$ cat src/rtl/fifo_sram_pkg.sv
// Shared types and defaults for the FIFO-to-SRAM transfer engine.
package fifo_sram_pkg;

  typedef enum logic [1:0] {
    ST_IDLE  = 2'd0,
    ST_FETCH = 2'd1,
    ST_WRITE = 2'd2,
    ST_DONE  = 2'd3
  } state_t;

  localparam int DEF_DW = 32;
  localparam int DEF_AW = 10;

  // One extra bit so a full 2^AW-word region length is representable.
  function automatic int calc_lw(input int aw);
    return aw + 1;
  endfunction

endpackage

$ cat src/rtl/fifo_sram_writer_addr_gen.sv
// Address and remaining-word counters for fifo_sram_writer.
// The reload input restarts the region from the latched base/length (circular mode).
module fifo_sram_addr_gen
  import fifo_sram_pkg::*;
#(
  parameter int AW = DEF_AW,
  parameter int LW = calc_lw(DEF_AW)
) (
  input  logic          i_clk,
  input  logic          i_rst,
  input  logic          i_load,
  input  logic [AW-1:0] i_base,
  input  logic [LW-1:0] i_len,
  input  logic          i_step,
  input  logic          i_reload,
  output logic [AW-1:0] o_addr,
  output logic          o_last
);

  logic [AW-1:0] r_base;
  logic [LW-1:0] r_len;
  logic [AW-1:0] r_addr;
  logic [LW-1:0] r_rem;

  // Counter update: load on start, reload at region end, step per acknowledged word.
  always_ff @(posedge i_clk or posedge i_rst) begin
    if (i_rst) begin
      r_base <= {AW{1'b0}};
      r_len  <= {LW{1'b0}};
      r_addr <= {AW{1'b0}};
      r_rem  <= {LW{1'b0}};
    end else if (i_load) begin
      r_base <= i_base;
      r_len  <= i_len;
      r_addr <= i_base;
      r_rem  <= i_len;
    end else if (i_reload) begin
      r_addr <= r_base;
      r_rem  <= r_len;
    end else if (i_step) begin
      r_addr <= r_addr + {{(AW-1){1'b0}}, 1'b1};
      r_rem  <= r_rem - {{(LW-1){1'b0}}, 1'b1};
    end else begin
      r_addr <= r_addr;
      r_rem  <= r_rem;
    end
  end

  assign o_addr = r_addr;
  assign o_last = (r_rem == {{(LW-1){1'b0}}, 1'b1});

endmodule

$ cat src/rtl/fifo_sram_writer.sv
// Drains a FWFT FIFO into a contiguous SRAM region with a req/ack write per word.
// FIFO_SRAM_WRITER_CIRC_EN enables ring-buffer mode (reload at region end, wrap pulse).
module fifo_sram_writer
  import fifo_sram_pkg::*;
#(
  parameter int DW = DEF_DW,
  parameter int AW = DEF_AW,
  parameter int LW = calc_lw(AW)
) (
  input  logic          wb_clk,
  input  logic          wb_rst,
  input  logic          cfg_start,
  input  logic [AW-1:0] cfg_base,
  input  logic [LW-1:0] cfg_len,
  input  logic          cfg_abort,
  input  logic          fifo_empty,
  input  logic [DW-1:0] fifo_data_in,
  output logic          fifo_pop,
  output logic          sram_req,
  output logic [AW-1:0] sram_addr,
  output logic [DW-1:0] sram_data_out,
  input  logic          sram_ack,
  output logic          busy,
  output logic          done,
  output logic          wrap
);

  state_t        r_state;
  logic          r_pop;
  logic          r_req;
  logic [AW-1:0] r_addr;
  logic [DW-1:0] r_data;
  logic          r_busy;
  logic          r_done;
  logic          r_abort;

  logic [AW-1:0] w_addr;
  logic          w_last;
  logic          w_load;
  logic          w_step;
  logic          w_reload;
  logic          w_ack;
  logic          w_abort_now;

  assign w_load      = (r_state == ST_IDLE) && cfg_start;
  assign w_ack       = (r_state == ST_WRITE) && sram_ack;
  assign w_abort_now = r_abort || cfg_abort;

`ifdef FIFO_SRAM_WRITER_CIRC_EN
  logic r_wrap;
  assign w_step   = w_ack && !w_last;
  assign w_reload = w_ack && w_last;
  assign wrap     = r_wrap;
`else
  assign w_step   = w_ack;
  assign w_reload = 1'b0;
  assign wrap     = 1'b0;
`endif

  fifo_sram_addr_gen #(
    .AW (AW),
    .LW (LW)
  ) u_addr_gen (
    .i_clk    (wb_clk),
    .i_rst    (wb_rst),
    .i_load   (w_load),
    .i_base   (cfg_base),
    .i_len    (cfg_len),
    .i_step   (w_step),
    .i_reload (w_reload),
    .o_addr   (w_addr),
    .o_last   (w_last)
  );

  // Transfer FSM with all handshake and status outputs registered.
  always_ff @(posedge wb_clk or posedge wb_rst) begin
    if (wb_rst) begin
      r_state <= ST_IDLE;
      r_pop   <= 1'b0;
      r_req   <= 1'b0;
      r_addr  <= {AW{1'b0}};
      r_data  <= {DW{1'b0}};
      r_busy  <= 1'b0;
      r_done  <= 1'b0;
      r_abort <= 1'b0;
`ifdef FIFO_SRAM_WRITER_CIRC_EN
      r_wrap  <= 1'b0;
`endif
    end else begin
      r_pop  <= 1'b0;
      r_done <= 1'b0;
`ifdef FIFO_SRAM_WRITER_CIRC_EN
      r_wrap <= 1'b0;
`endif
      case (r_state)
        ST_IDLE: begin
          r_abort <= 1'b0;
          if (cfg_start) begin
            r_busy <= 1'b1;
            if (cfg_len == {LW{1'b0}}) begin
              r_state <= ST_DONE;
              r_done  <= 1'b1;
            end else begin
              r_state <= ST_FETCH;
            end
          end else begin
            r_state <= ST_IDLE;
          end
        end
        ST_FETCH: begin
          if (cfg_abort) begin
`ifdef FIFO_SRAM_WRITER_CIRC_EN
            r_state <= ST_DONE;
            r_done  <= 1'b1;
`else
            r_state <= ST_IDLE;
            r_busy  <= 1'b0;
`endif
          end else if (!fifo_empty) begin
            r_data  <= fifo_data_in;
            r_addr  <= w_addr;
            r_pop   <= 1'b1;
            r_req   <= 1'b1;
            r_state <= ST_WRITE;
          end else begin
            r_state <= ST_FETCH;
          end
        end
        // A request is never withdrawn; an abort seen here waits for the ack.
        ST_WRITE: begin
          if (sram_ack) begin
            r_req   <= 1'b0;
            r_abort <= 1'b0;
            if (w_abort_now) begin
`ifdef FIFO_SRAM_WRITER_CIRC_EN
              r_state <= ST_DONE;
              r_done  <= 1'b1;
`else
              r_state <= ST_IDLE;
              r_busy  <= 1'b0;
`endif
            end else if (w_last) begin
`ifdef FIFO_SRAM_WRITER_CIRC_EN
              r_wrap  <= 1'b1;
              r_state <= ST_FETCH;
`else
              r_state <= ST_DONE;
              r_done  <= 1'b1;
`endif
            end else begin
              r_state <= ST_FETCH;
            end
          end else begin
            r_abort <= w_abort_now;
            r_state <= ST_WRITE;
          end
        end
        ST_DONE: begin
          r_state <= ST_IDLE;
          r_busy  <= 1'b0;
        end
        default: begin
          r_state <= ST_IDLE;
          r_req   <= 1'b0;
          r_busy  <= 1'b0;
        end
      endcase
    end
  end

  assign fifo_pop      = r_pop;
  assign sram_req      = r_req;
  assign sram_addr     = r_addr;
  assign sram_data_out = r_data;
  assign busy          = r_busy;
  assign done          = r_done;

endmodule

$ cat config.mk
export PLATFORM = sky130hd
export DESIGN_NAME = fifo_sram_writer
export DESIGN_NICKNAME = d
export VERILOG_FILES = /design/src/rtl/fifo_sram_pkg.sv /design/src/rtl/fifo_sram_writer_addr_gen.sv /design/src/rtl/fifo_sram_writer.sv
export SDC_FILE = /design/constraint.sdc
export NUM_CORES = 1
export LEC_CHECK = 0
export BUFFER_PORTS_ARGS = -buffer_cell sky130_fd_sc_hd__buf_2
export CORE_MARGIN = 5
export CORE_UTILIZATION = 45
export DETAILED_ROUTE_END_ITERATION = 10
export PLACE_DENSITY = 0.75
export REMOVE_ABC_BUFFERS = 1
export SKIP_CTS_REPAIR_TIMING = 1
export SLEW_MARGIN = 10
export SYNTH_ARGS = -nofsm -noshare
export SYNTH_HDL_FRONTEND = slang
export SYNTH_SLANG_ARGS = --single-unit
export TNS_END_PERCENT = 30
$ cat constraint.sdc
create_clock -name wb_clk -period 2.1 [get_ports wb_clk]
set_clock_uncertainty 0.05 [all_clocks]
set_input_delay 0.21 -clock wb_clk [delete_from_list [all_inputs] [get_ports wb_clk]]
set_output_delay 0.21 -clock wb_clk [all_outputs]
set_load 0.01 [all_outputs]
==> flow_summary.json <==
{
  "status": "completed",
  "gp_congestion": 0.860,
  "final_cells": 474,
  "grt_pass1_vias": 2488,
  "worstPathArrival_ps": 2180,
  "hp-class": "in2reg",
  "pin_count": 106,
  "fin_crit_ps": 2000,
  "synth.largest_area_cell": "dfrtp_1",
  "nNetsFinal": 436,
  "cts_tree": "done",
  "yosysWarnings": 0,
  "rsz0062_at_grt": "no",
  "synth_enable_flop_cells": 0,
  "ys_async_sr_fraction": 1.00,
  "ir_drop_v": 0.000755,
  "area_delta_synth_final_pct": 27.9,
  "io_buffers": 104,
  "cts_max_path_buffers": 2,
  "fp.dieW_um": 93.7,
  "fmax_mhz": 499,
  "dp_slack_ps": 130,
  "antenna-diode-count": 0,
  "synth_cell_types": 44,
  "cts_root_buf": "clkbuf_8",
  "placed_cells": 458,
  "grt_max_degree": 71,
  "post_dp_cell_area_mm2": 0.00378,
  "path_max_fanout": 4,
  "powerDensity_mw_per_mm2": 1300,
  "setup_viol": 0,
  "dr.pass1.iters": 4,
  "critical_path_class": "reg2reg",
  "fillers": 583,
  "p_leak_uw": 0.00188,
  "synthCells": 265,
  "fp.dieArea_mm2": 0.00878,
  "synthTopCellsByArea": "dfrtp_1, mux2_2, o21ai_0",
  "critPathMaxStageDelay_ps": 670,
  "die_y_um": 93.7,
  "grtUsageTotal": 0.171,
  "core_area_mm2": 0.00679,
  "final_area_mm2": 0.00403,
  "endpoint_kind": "register",
  "drt_iter0_markers": 80,
  "row_count": 30,
  "avgSynthCellArea_um2": 11.9,
  "cp.required_ps": 2280,
  "drc_errors": 0,
  "grt_pass1_wl_mm": 11.8,
  "dpl.hpwl_mm": 5.29,
  "netlist_area_mm2": 0.00315,
  "hold_violations": 0,
  "synth.most_common_cell": "dfrtp_1",
  "cts_buffers": 9,
  "clkSlewWorstSetupHoldPaths_ps": 80,
  "routed_wl_mm": 7.34,
  "holdWs_ps": 46.8,
  "drv_cap": 0,
  "yosysSeqAreaShare": 0.556,
  "ys_ff_latch": 70,
  "drive_gt1_frac": 0.468,
  "antenna_left": 0,
  "ys.flop_type": "dfrtp_1",
  "vias": 2465,
  "synthTopCellsByCount": "dfrtp_1, mux2_2, nand2_1, o21ai_0, nor2_1",
  "fin_ws_ps": 95.9,
  "htree_levels": 3,
  "p_total_uw": 5260,
  "finalCritPeriodShare": 0.954,
  "drt-vias-per-instance": 5.20,
  "cts.sinks": 70,
  "cpMaxStageDelayCell": "or4b_2",
  "antenna_found_initial": 0,
  "clk_latency_ps": 330,
  "final_max_slew_viol_count": 0,
  "overflow": 0,
  "start_util": 0.464,
  "start_kind": "register",
  "netlist.area_leader.share": 0.556,
  "detail_route.wl_per_cell_um": 15.5,
  "path_cells": "inv_1, ha_1, or4b_2, o21ai_0, nand2_1, a21o_1"
}
metal layers:
layer	track usage	up-vias	routed length [um]	share of wire
li1	-	1194	-	-
met1	0.218	1205	3170	0.43
met2	0.280	56	3750	0.51
met3	0.0337	10	287	0.039
met4	0.0770	0	138	0.019
met5	0	-	0	0
state kept, by name (all words and copies together) (netlist names):
register           cells
u_addr_gen.o_addr     10
fifo_pop               1
sram_data_out         32
busy                   1
done                   1
sram_addr             10
sram_req               1
r_state                2
r_abort                1
u_addr_gen.r_rem      11
power by group:
part           internal (uW)  switching, uW  total [uW]
registers               1900            388        2290
logic                    845            837        1680
clock network            782            501        1280
total                   3530           1730        5260
cell families (layout without fill, tap and decap cells):
logic type	Yosys count	count (layout)	share of synthesized area
and+or+nand+nor	72	72	0.125
buffers and inverters	22	135	0.0397
AOI/OAI and AO/OA	53	53	0.111
xor gates and xnor gates	2	2	0.00556
muxes	42	42	0.150
other	1	1	0.00119
adders and majority gates	3	3	0.0119
DFF	70	70	0.556
worst paths after layout:
path,start,to,slack (ps),cells after the start
hold / removal,fifo_data_in[23],sram_data_out[23],50,2
setup reg to reg,u_addr_gen.r_rem[0],u_addr_gen.r_rem[6],100,6
max in group asynchronous,wb_rst,sram_addr[8],1240,4
setup / recovery,u_addr_gen.r_rem[0],u_addr_gen.r_rem[6],100,6
min in group asynchronous,wb_rst,sram_data_out[9],440,4
hold reg to reg,busy,busy,420,1
placed cells by master, fill, tap and decap left out, drive strengths merged, types with 3 or more instances in the layout:
master  count
nor2        9
nand4       4
a21o        3
nand2      24
o21ai      18
dfrtp      70
nor3b       4
nand3       6
a221o       3
a21oi       7
o311ai      6
buf       112
clkbuf      9
mux2       42
nor4        8
nor3        6
inv         7
bufinv      3
a22oi       4
a31oi       4
ha          3
per-stage QoR:
stage               TNS [ps]   util
floorplan             -28060      -
global placement           0  0.557
detailed placement         0  0.557
CTS                        0  0.592
global route               0  0.594
finish                     0  0.594
layout make-up:
class | instances | area [um2] | share of cell area
repair buffers | 113 | 616 | 0.153
clock buffers | 9 | 124 | 0.0307
multi-input cells | 173 | 1280 | 0.318
clock inverters | 6 | 111 | 0.0276
flip-flops and latches | 70 | 1750 | 0.434
well taps | 96 | 120 | 0.0298
inverters | 7 | 26.3 | 0.00652
critical path, delay by kind of cell (launching register included):
kind	cells	cell delay, ps
AO/OA/AOI/OAI	2	340
buffers and inverters	1	100
flip-flops	1	420
adder cells (fa/ha/maj)	1	250
AND/OR/NAND/NOR	2	740
Power figures use the tool's default switching activity.
